<file path="src/rtl/cu_pipe.sv">
// cu_pipe: SPARC decode plus EX/MEM/WB control-bundle pipeline.
//
// Decodes the instruction presented in the decode stage into a 26-bit control
// bundle. The bundle then advances through three registered stages (EX, MEM,
// WB), with a load-use hazard detector that inserts a bubble into EX.
//
// Ports:
//   clk          sole clock, rising edge
//   reset        asynchronous, active-high; clears all stage state
//   instr        32-bit instruction in decode
//   instr_valid  instr is a real instruction
//   stall_in     external freeze; all stage registers hold
//   flush_in     kill the decode-stage instruction
//   ctrl_ex/mem/wb   registered control bundles
//   valid_ex/mem/wb  stage holds a live instruction
//   stall_out    load-use hazard; upstream holds instr
//   illegal      decode-stage instr unrecognised (combinational)
//
// Bundle: [25:21] rd, [20:17] alu_op, [16:13] soh_op, [12] rw, [11] e,
//         [10:9] size, [8] se, [7] l, [6] cc_we, [5] rf_le, [4] j_l,
//         [3] call, [2] b, [1] use_cc, [0] annul
module cu_pipe #(
  parameter bit EXT_ALU   = 1'b1,
  parameter bit HAZARD_EN = 1'b1
) (
  input  logic        clk,
  input  logic        reset,
  input  logic [31:0] instr,
  input  logic        instr_valid,
  input  logic        stall_in,
  input  logic        flush_in,
  output logic [25:0] ctrl_ex,
  output logic [25:0] ctrl_mem,
  output logic [25:0] ctrl_wb,
  output logic        valid_ex,
  output logic        valid_mem,
  output logic        valid_wb,
  output logic        stall_out,
  output logic        illegal
);

  // An unrecognised instruction keeps only the default word size.
  localparam logic [25:0] IllBundle = 26'h0000400;

  logic [1:0]  op;
  logic [2:0]  op2;
  logic [5:0]  op3;
  logic        i_bit;
  logic [25:0] dec;
  logic        unknown;

  assign op    = instr[31:30];
  assign op2   = instr[24:22];
  assign op3   = instr[24:19];
  assign i_bit = instr[13];

  always_comb begin
    dec          = '0;
    dec[10:9]    = 2'b10;
    dec[25:21]   = instr[29:25];
    unknown      = 1'b0;
    unique case (op)
      2'b01: begin
        dec[3]     = 1'b1;
        dec[5]     = 1'b1;
        dec[25:21] = 5'd15;
      end
      2'b00: begin
        case (op2)
          3'b010: begin
            dec[2] = 1'b1;
            dec[1] = 1'b1;
            dec[0] = instr[29];
          end
          3'b100: begin
            dec[5]     = 1'b1;
            dec[16:13] = 4'b0010;
            dec[20:17] = 4'b1101;
          end
          default: unknown = 1'b1;
        endcase
      end
      2'b10: begin
        dec[16:13] = {3'b000, i_bit};
        case (op3)
          6'b111000: begin
            dec[4] = 1'b1;
            dec[5] = 1'b1;
          end
          6'b000000, 6'b010000: begin
            dec[20:17] = 4'b0000;
            dec[5]     = 1'b1;
            dec[6]     = op3[4];
          end
          6'b000100, 6'b010100: begin
            dec[20:17] = 4'b0010;
            dec[5]     = 1'b1;
            dec[6]     = op3[4];
          end
          6'b000001, 6'b010001,
          6'b000010, 6'b010010,
          6'b000011, 6'b010011: begin
            if (EXT_ALU) begin
              // and/or/xor map onto consecutive ALU codes 0100..0110.
              dec[20:17] = 4'b0011 + {2'b00, op3[1:0]};
              dec[5]     = 1'b1;
              dec[6]     = op3[4];
            end else begin
              unknown = 1'b1;
            end
          end
          default: unknown = 1'b1;
        endcase
      end
      2'b11: begin
        dec[16:13] = {3'b000, i_bit};
        dec[11]    = 1'b1;
        case (op3)
          6'b000001: begin dec[7] = 1'b1; dec[5] = 1'b1; dec[10:9] = 2'b00; end
          6'b001001: begin dec[7] = 1'b1; dec[5] = 1'b1; dec[10:9] = 2'b00; dec[8] = 1'b1; end
          6'b000010: begin dec[7] = 1'b1; dec[5] = 1'b1; dec[10:9] = 2'b01; end
          6'b001010: begin dec[7] = 1'b1; dec[5] = 1'b1; dec[10:9] = 2'b01; dec[8] = 1'b1; end
          6'b000000: begin dec[7] = 1'b1; dec[5] = 1'b1; dec[10:9] = 2'b10; end
          6'b000101: begin dec[12] = 1'b1; dec[10:9] = 2'b00; end
          6'b000110: begin dec[12] = 1'b1; dec[10:9] = 2'b01; end
          6'b000100: begin dec[12] = 1'b1; dec[10:9] = 2'b10; end
          default: unknown = 1'b1;
        endcase
      end
      default: unknown = 1'b1;
    endcase
    if (unknown) begin
      dec = IllBundle;
    end
  end

  assign illegal = unknown & instr_valid;

  // Load-use hazard against the instruction currently in EX.
  logic [4:0] ex_rd;
  logic       is_store;
  logic       src_match;
  logic       hazard_raw;
  logic       hazard;

  assign ex_rd     = ctrl_ex[25:21];
  assign is_store  = dec[12];
  assign src_match = (ex_rd == instr[18:14]) ||
                     (!i_bit && (ex_rd == instr[4:0])) ||
                     (is_store && (ex_rd == instr[29:25]));
  assign hazard_raw = valid_ex & ctrl_ex[7] & (|ex_rd) & instr_valid & ~flush_in & src_match;
  assign hazard     = HAZARD_EN & hazard_raw;
  assign stall_out  = hazard & ~stall_in;

  logic take;
  assign take = instr_valid & ~flush_in & ~hazard;

  always_ff @(posedge clk or posedge reset) begin
    if (reset) begin
      ctrl_ex   <= '0;
      ctrl_mem  <= '0;
      ctrl_wb   <= '0;
      valid_ex  <= 1'b0;
      valid_mem <= 1'b0;
      valid_wb  <= 1'b0;
    end else if (!stall_in) begin
      ctrl_wb   <= ctrl_mem;
      valid_wb  <= valid_mem;
      ctrl_mem  <= ctrl_ex;
      valid_mem <= valid_ex;
      // Dead slots always carry a zero bundle.
      ctrl_ex   <= take ? dec : '0;
      valid_ex  <= take;
    end
  end

endmodule

</file>
<file path="config.mk">
export PLATFORM = sky130hd
export DESIGN_NAME = cu_pipe
export DESIGN_NICKNAME = d
export VERILOG_FILES = /design/src/rtl/cu_pipe.sv
export SDC_FILE = /design/constraint.sdc
export NUM_CORES = 1
export LEC_CHECK = 0
export BUFFER_PORTS_ARGS = -buffer_cell sky130_fd_sc_hd__buf_2
export CORE_MARGIN = 2
export CORE_UTILIZATION = 45
export CTS_CLUSTER_DIAMETER = 60
export DETAILED_ROUTE_END_ITERATION = 8
export PLACE_DENSITY = 0.75
export SLEW_MARGIN = 0
export SYNTH_ARGS = -nofsm -noshare
export SYNTH_HDL_FRONTEND = slang
export SYNTH_SLANG_ARGS = --single-unit
</file>
<file path="constraint.sdc">
create_clock -name clk -period 1.92 [get_ports clk]
set_input_delay 0 -clock clk [delete_from_list [all_inputs] [get_ports clk]]
set_output_delay 0 -clock clk [all_outputs]
set_load 0.05 [all_outputs]
</file>
==> out/metrics.yaml, run 1 <==
synth:
  ys_ff_latch: 72
  synth_seq_area_share: 0.5479
  yosysTopAreaCellShare: 0.5479
  async_reset_ff_frac: 1.000
  synth_area_leaders: "dfrtp_1 55%, mux2_2 16%, xor2_1 2.9%, a32o_1 2.1%, buf_4 2.1%"
  synth_edf_count: 0
  yosysWarnings: 0
  synth_top_area_cell: "dfrtp_1"
  syn_inst: 266
  syn_area_um2: 3288
  synth_common_cells: "72 x dfrtp_1, 48 x mux2_2, 14 x clkbuf_1, 14 x nor2_1, 12 x nand2_1"
  yosysMostFrequentCell: "dfrtp_1"
  avgSynthCellArea_um2: 12.36
  synthFlopType: "dfrtp_1"
  ys_types: 42
die:
  die_height_um: 89.48
  core_um2: 7176
  die_area_um2: 8007
  initial_utilization: 0.4582
  fp-row-count: 31
  die_w_um: 89.48
  io_pins: 120
global_routing:
  grt_usage: 0.2005
  grt-ovfl-total: 0
  antenna_found_initial: 0
  grt_pass1_wl_um: 12090
  grt_max_degree: 51
  grt_pass1_vias: 2372
worst_hold_path:
  worstHoldPathCells: 3
  min_path_type: "in -> reg"
  min_to: "ctrl_ex[5]"
  holdCritStartpoint: "instr[30]"
power_and_ir_drop:
  vdd_drop_max_uv: 328.1
  power.switching_w: 0.0009762
  swShare: 0.2604
  p_leak_nw: 2.399
  sequentialPowerShare: 0.427
  p_int_w: 0.002772
  power_frac_clock: 0.424
  combPwrFrac: 0.149
  powerDensity_nw_per_um2: 864.4
timing:
  maxSlewViolCount: 0
  tightest_slew_ps: 573.4
  rsz0062_at_grt: "true"
  finalHoldViolations: 0
  finalCriticalPeriod_ps: 2059
  fin_worst_skew_ps: 16.23
  fmax_mhz: 485.7
  post-route-period-util: 1.072
  setup_viol: 15
  setup_ws_ps: -138.9
  hold_slack_ps: 44.99
  slew_headroom: 0.6168
cts:
  cts_buffer_depth: 2
  cts_tree: "yes"
  insertion_delay_ps: 340
  cts.sinks: 72
  ctsRootBufferMaster: "clkbuf_8"
  clk_pin_slew_ps: 80
  cts_made_buffers: 9
  h-tree-depth: 3
final_layout:
  diodes: 0
  fin_util: 0.6044
  finalNetCount: 426
  area_growth_syn_to_layout_pct: 31.89
  drive_gt1_frac: 0.5103
worst_setup_path:
  cp_data_required_time_ps: 1920
  arrival_ps: 2060
  reg2reg_from: "ctrl_ex[22]"
  worstSetupStartpointType: "register"
  r2r_end: "ctrl_ex[7]"
  r2r_slack_ps: -90
  cp_max_fo: 6
  r2r_cells: 7
  crit_type: "reg -> out"
  cp-end-kind: "primary output"
route:
  vias: 2552
  drt_first_pass_iters: 4
  drt_wl_total_um: 7870
  drtIter0Drc: 169
  wl_per_cell_um: 16.09
  avgViaCountPerCell: 5.219
  ant_nets: 0
  drcViolationCount: 0
placed_design:
  io_buffer_count: 105
  gp_congestion: 0.8365
  dp_hpwl_um: 5228
  place_ws_ps: 36.42
outcome:
  run_status: "finished with violations"
  violations: "negative setup slack"
run:
  drv_cap: 0
==> flip-flops by register name, indices dropped and copies added, names as in the netlist <==
signal	cells
ctrl_wb	23
ctrl_ex	23
valid_wb	1
valid_mem	1
ctrl_mem	23
valid_ex	1
==> cell usage in the layout, fill, tap and decap left out, types with 2 or more instances in the layout <==
cell,synthesis,routed
a32o_1,7,7
o21ai_0,7,6
xnor2_1,5,3
buf_12,0,2
o21ai_1,9,10
a22o_1,6,6
nor2_1,14,13
nand2_1,12,12
nor3_1,4,4
dlygate4sd3_1,0,8
bufinv_16,0,4
xor2_1,11,11
nand2b_1,3,3
xnor2_2,0,2
clkbuf_8,0,10
inv_1,7,6
mux2_2,48,48
nand3_1,2,2
nor2b_1,2,2
dfrtp_2,0,5
dfrtp_1,72,67
a21o_1,2,2
nor3b_1,2,2
buf_2,1,104
conb_1,1,6
nor4_1,3,2
buf_4,9,15
ha_1,4,4
==> through the flow <==
step,instances,TNS [ps],instance area (um^2),power (W)
6_report,489,-715.8,4337,0.003749
5_1_grt,489,-2186,4337,0.003890
4_1_cts,487,-60.59,4315,0.003759
3_5_place_dp,459,0,3926,0.002157
3_3_place_gp,459,0,3926,0.002147
2_1_floorplan,271,-2952,3359,0.002027
==> what timing repair did <==
item                                   in CTS  in global routing
pin swaps                                   2                  3
buffers inserted                            4                  2
setup endpoints to repair                   8                 25
hold buffers                                8                  0
endpoints found under the hold margin      28                  0
resized for setup                           4                  1
==> logic make-up after synthesis <==
logic type      after synthesis  synth area share
compound gates               39           0.08828
xor+xnor                     16           0.04262
fa+ha+maj                     4           0.01522
buf+inv                      34           0.05631
flops                        72            0.5479
mux                          48            0.1644
other cells                   1          0.001140
simple gates                 52           0.08410
==> layout make-up <==
cell class                      instances  area [um^2]
Clock buffer                           11        141.4
Clock inverter                          5        128.9
Fill cell                             585         2839
Inverter                                7        26.28
Multi-Input combinational cell        165         1344
Sequential cell                        72         1808
Tap cell                               99        123.9
Timing Repair Buffer                  130        764.5
==> power groups by stage <==
stage / Clock [W] / Sequential [W] / Combinational [W]
2_1_floorplan: 0 / 0.00178 / 0.000247
3_3_place_gp: 0 / 0.00163 / 0.000520
3_5_place_dp: 0 / 0.00163 / 0.000527
4_1_cts: 0.00161 / 0.00160 / 0.000549
5_1_grt: 0.00169 / 0.00161 / 0.000599
6_report: 0.00159 / 0.00160 / 0.000560
==> per-layer routing <==
layer	GRT usage	vias up	routed length [um]
met5	0	-	0
met4	0.07191	0	150
met3	0.04340	18	356
met2	0.3239	89	3987
met1	0.2672	1281	3375
li1	-	1164	-
==> critical path: stages (launching register included) <==
cell and delay [ps]:
dfrtp_2 460, buf_4 160, xor2_1 160, nor3_1 250
a32oi_1 130, a21o_1 230, nor2_2 150, buf_6 180
==> how the worst max path moves through the flow <==
| stage | from | end | slack (ps) | cells past startpoint |
|---|---|---|---|---|
| after floorplan | ctrl_ex[23] | ctrl_ex[18] | -210 | 9 |
| after global placement | ctrl_ex[25] | ctrl_ex[9] | 60 | 6 |
| after detailed placement | ctrl_ex[22] | ctrl_ex[12] | 40 | 6 |
| after CTS | ctrl_ex[23] | stall_out | -50 | 6 |
| after global routing | ctrl_ex[22] | stall_out | -190 | 6 |
| final | ctrl_ex[22] | stall_out | -140 | 7 |
Note: power is estimated with default switching activity, not from simulation.
==> inputs of run 2 (changes only) <==
--- a/config.mk
+++ b/config.mk
@@ -6,6 +6,7 @@
 export NUM_CORES = 1
 export LEC_CHECK = 0
 export BUFFER_PORTS_ARGS = -buffer_cell sky130_fd_sc_hd__buf_2
+export CORE_ASPECT_RATIO = 0.7
 export CORE_MARGIN = 2
 export CORE_UTILIZATION = 45
 export CTS_CLUSTER_DIAMETER = 60
==> out/metrics.yaml, run 2 (same netlist as run 1, synthesis figures left out) <==
worst_setup_path:
  crit_type: "reg -> out"  # unchanged
  cp_max_fo: 4  # was 6
  r2r_slack_ps: 40  # was -90 ps
  critical_path.max_stage_delay_ps: 460  # about the same
  cp-end-kind: "primary output"  # unchanged
  crit_chain: "xnor2_2 > nand4_1 > or3_1 > a21o_1 > nor2_2 > buf_6"  # was buf_4 > xor2_1 > nor3_1 > a32oi_1 > a21o_1 > nor2_2 > buf_6
  arrival_ps: 1900  # was 2060 ps
  cp_slowest_cell: "dfrtp_2"  # unchanged
  cp_top_family: "simple AND/OR/NAND/NOR gates"  # was flip-flops
  cp_num_buf_inv: 1  # was 2
  cp_data_required_time_ps: 1920  # about the same
  worstSetupStartpointType: "register"  # unchanged
timing:
  post-route-period-util: 0.9892  # was 1.072
  finalCriticalPeriod_ps: 1899  # was 2059 ps
  fmax_mhz: 526.5  # was 485.7 MHz
  slew_headroom: 0.6127  # was 0.6168
  rsz0062_at_grt: "true"  # unchanged
  finalHoldViolations: 0  # unchanged
  fin_worst_skew_ps: 6.317  # was 16.23 ps
  maxSlewViolCount: 0  # unchanged
  tightest_slew_ps: 580.3  # was 573.4 ps
  setup_viol: 0  # was 15
  setup_ws_ps: 20.81  # was -138.9 ps
final_layout:
  final_cell_mix: "103 x buf_2, 67 x dfrtp_1, 48 x mux2_2"  # was 104 x buf_2, 67 x dfrtp_1, 48 x mux2_2
  reg_top3: "ctrl_ex (23), ctrl_mem (23), ctrl_wb (23)"  # unchanged
  drive_gt1_frac: 0.5154  # was 0.5103
  finalNetCount: 426  # unchanged
  fin_area_um2: 4315  # was 4337 um^2
  multi_input_area_um2: 1356  # was 1344 um^2
  area_growth_syn_to_layout_pct: 31.24  # was 31.89%
  fillers: 606  # was 585
  final_common_cell: "buf_2"  # unchanged
  seqCellArea_um2: 1808  # unchanged
  fin_util: 0.6002  # was 0.6044
  diodes: 0  # unchanged
die:
  io_pins: 120  # unchanged
  initial_utilization: 0.4574  # was 0.4582
  die_area_um2: 8018  # was 8007 um^2
  core_um2: 7189  # was 7176 um^2
  fp-row-count: 26  # was 31
  die_height_um: 75.52  # was 89.48 um
  die_w_um: 106.2  # was 89.48 um
power_and_ir_drop:
  powerDensity_nw_per_um2: 815.3  # was 864.4 nW/um^2
  vdd_drop_max_uv: 372.5  # was 328.1 uV
  p_leak_nw: 2.381  # was 2.399 nW
route:
  drtIter0Drc: 144  # was 169
  avgViaCountPerCell: 5.068  # was 5.219
  ant_nets: 0  # unchanged
  vias: 2473  # was 2552
  drt_first_pass_iters: 4  # unchanged
  drcViolationCount: 0  # unchanged
  wl_per_cell_um: 15.56  # was 16.09 um
  drt_wl_total_um: 7591  # was 7870 um
global_routing:
  antenna_found_initial: 0  # unchanged
  grt_pass1_wl_um: 11640  # was 12090 um
  grt_max_degree: 74  # was 51
  grt_usage: 0.1940  # was 0.2005
  grt-ovfl-total: 0  # unchanged
  grt_pass1_vias: 2304  # was 2372
run:
  drv_cap: 0  # unchanged
cts:
  insertion_delay_ps: 350  # was 340 ps
  cts.sinks: 72  # unchanged
  cts_buffer_depth: 2  # unchanged
  h-tree-depth: 3  # unchanged
  ctsRootBufferMaster: "clkbuf_8"  # unchanged
  cts_tree: "yes"  # unchanged
  cts_made_buffers: 9  # unchanged
  clk_pin_slew_ps: 80  # about the same
placed_design:
  placed_area_um2: 3941  # was 3926 um^2
  gp_congestion: 0.8541  # was 0.8365
  io_buffer_count: 105  # unchanged
  place_ws_ps: -28.67  # was 36.42 ps
  dp_hpwl_um: 5387  # was 5228 um
outcome:
  run_status: "completed"  # was finished with violations
worst_hold_path:
  min_path_type: "in -> reg"  # unchanged
[run 2: worst reg2reg max path, cell delays in order, from the launching register on]
cell and delay [ps]:
dfrtp_2 460, xnor2_2 160, nand4_1 80, or3_1 350, a21o_1 220, and2_4 230, a32o_1 270
[run 2: layout make-up]
| cell class | instances | area share |
|---|---|---|
| inverters | 7 | 0.006379 |
| multi-input cells | 165 | 0.3143 |
| clock inverters | 6 | 0.02088 |
| clock buffers | 10 | 0.03189 |
| repair buffers | 130 | 0.1792 |
| flip-flops and latches | 72 | 0.4190 |
| well taps | 98 | 0.02841 |
[run 2: metal layers]
metal,track usage,vias up,wire [um]
li1,-,1167,-
met5,0,-,0
met4,0.07310,0,140
met3,0.07015,11,485
met2,0.2771,97,3250
met1,0.2733,1198,3714
[run 2: path summary, 6_finish.rpt]
| check | depth (start not counted) | start | to |
|---|---|---|---|
| hold / removal | 2 | instr[23] | ctrl_ex[6] |
| setup / recovery | 6 | ctrl_ex[25] | stall_out |
| hold reg to reg | 1 | ctrl_wb[3] | ctrl_wb[3] |
| setup reg to reg | 6 | ctrl_ex[25] | ctrl_ex[9] |
| max in group asynchronous | 4 | reset | ctrl_wb[7] |
| min in group asynchronous | 3 | reset | ctrl_wb[17] |
[run 2: power breakdown]
group / leakage [nW] / total (W) / internal [W] / switching, W
clock network: 0.113 / 0.00136 / 0.000771 / 0.000585
registers: 0.986 / 0.00160 / 0.00156 / 0.0000368
logic: 1.28 / 0.000564 / 0.000183 / 0.000381
total: 2.38 / 0.00352 / 0.00252 / 0.00100
[run 2: stage by stage]
| stage | instances | total power, W | setup TNS [ps] | hold WS (ps) |
|---|---|---|---|---|
| 6_report | 488 | 0.003518 | 0 | 65.68 |
| 5_1_grt | 488 | 0.003660 | -210.7 | 37.53 |
| 4_1_cts | 487 | 0.003545 | 0 | 12.66 |
| 3_5_place_dp | 460 | 0.002167 | -121.4 | 76.92 |
| 3_3_place_gp | 460 | 0.002157 | 0 | 75.57 |
| 2_1_floorplan | 271 | 0.002027 | -2952 | 127.3 |
[run 2: repair_timing]
action	CTS	global route
resized for setup	2	8
hold buffers	9	0
setup buffers	2	1
pin swaps	3	4
endpoints found under the hold margin	39	0
endpoints found under the setup margin	1	13
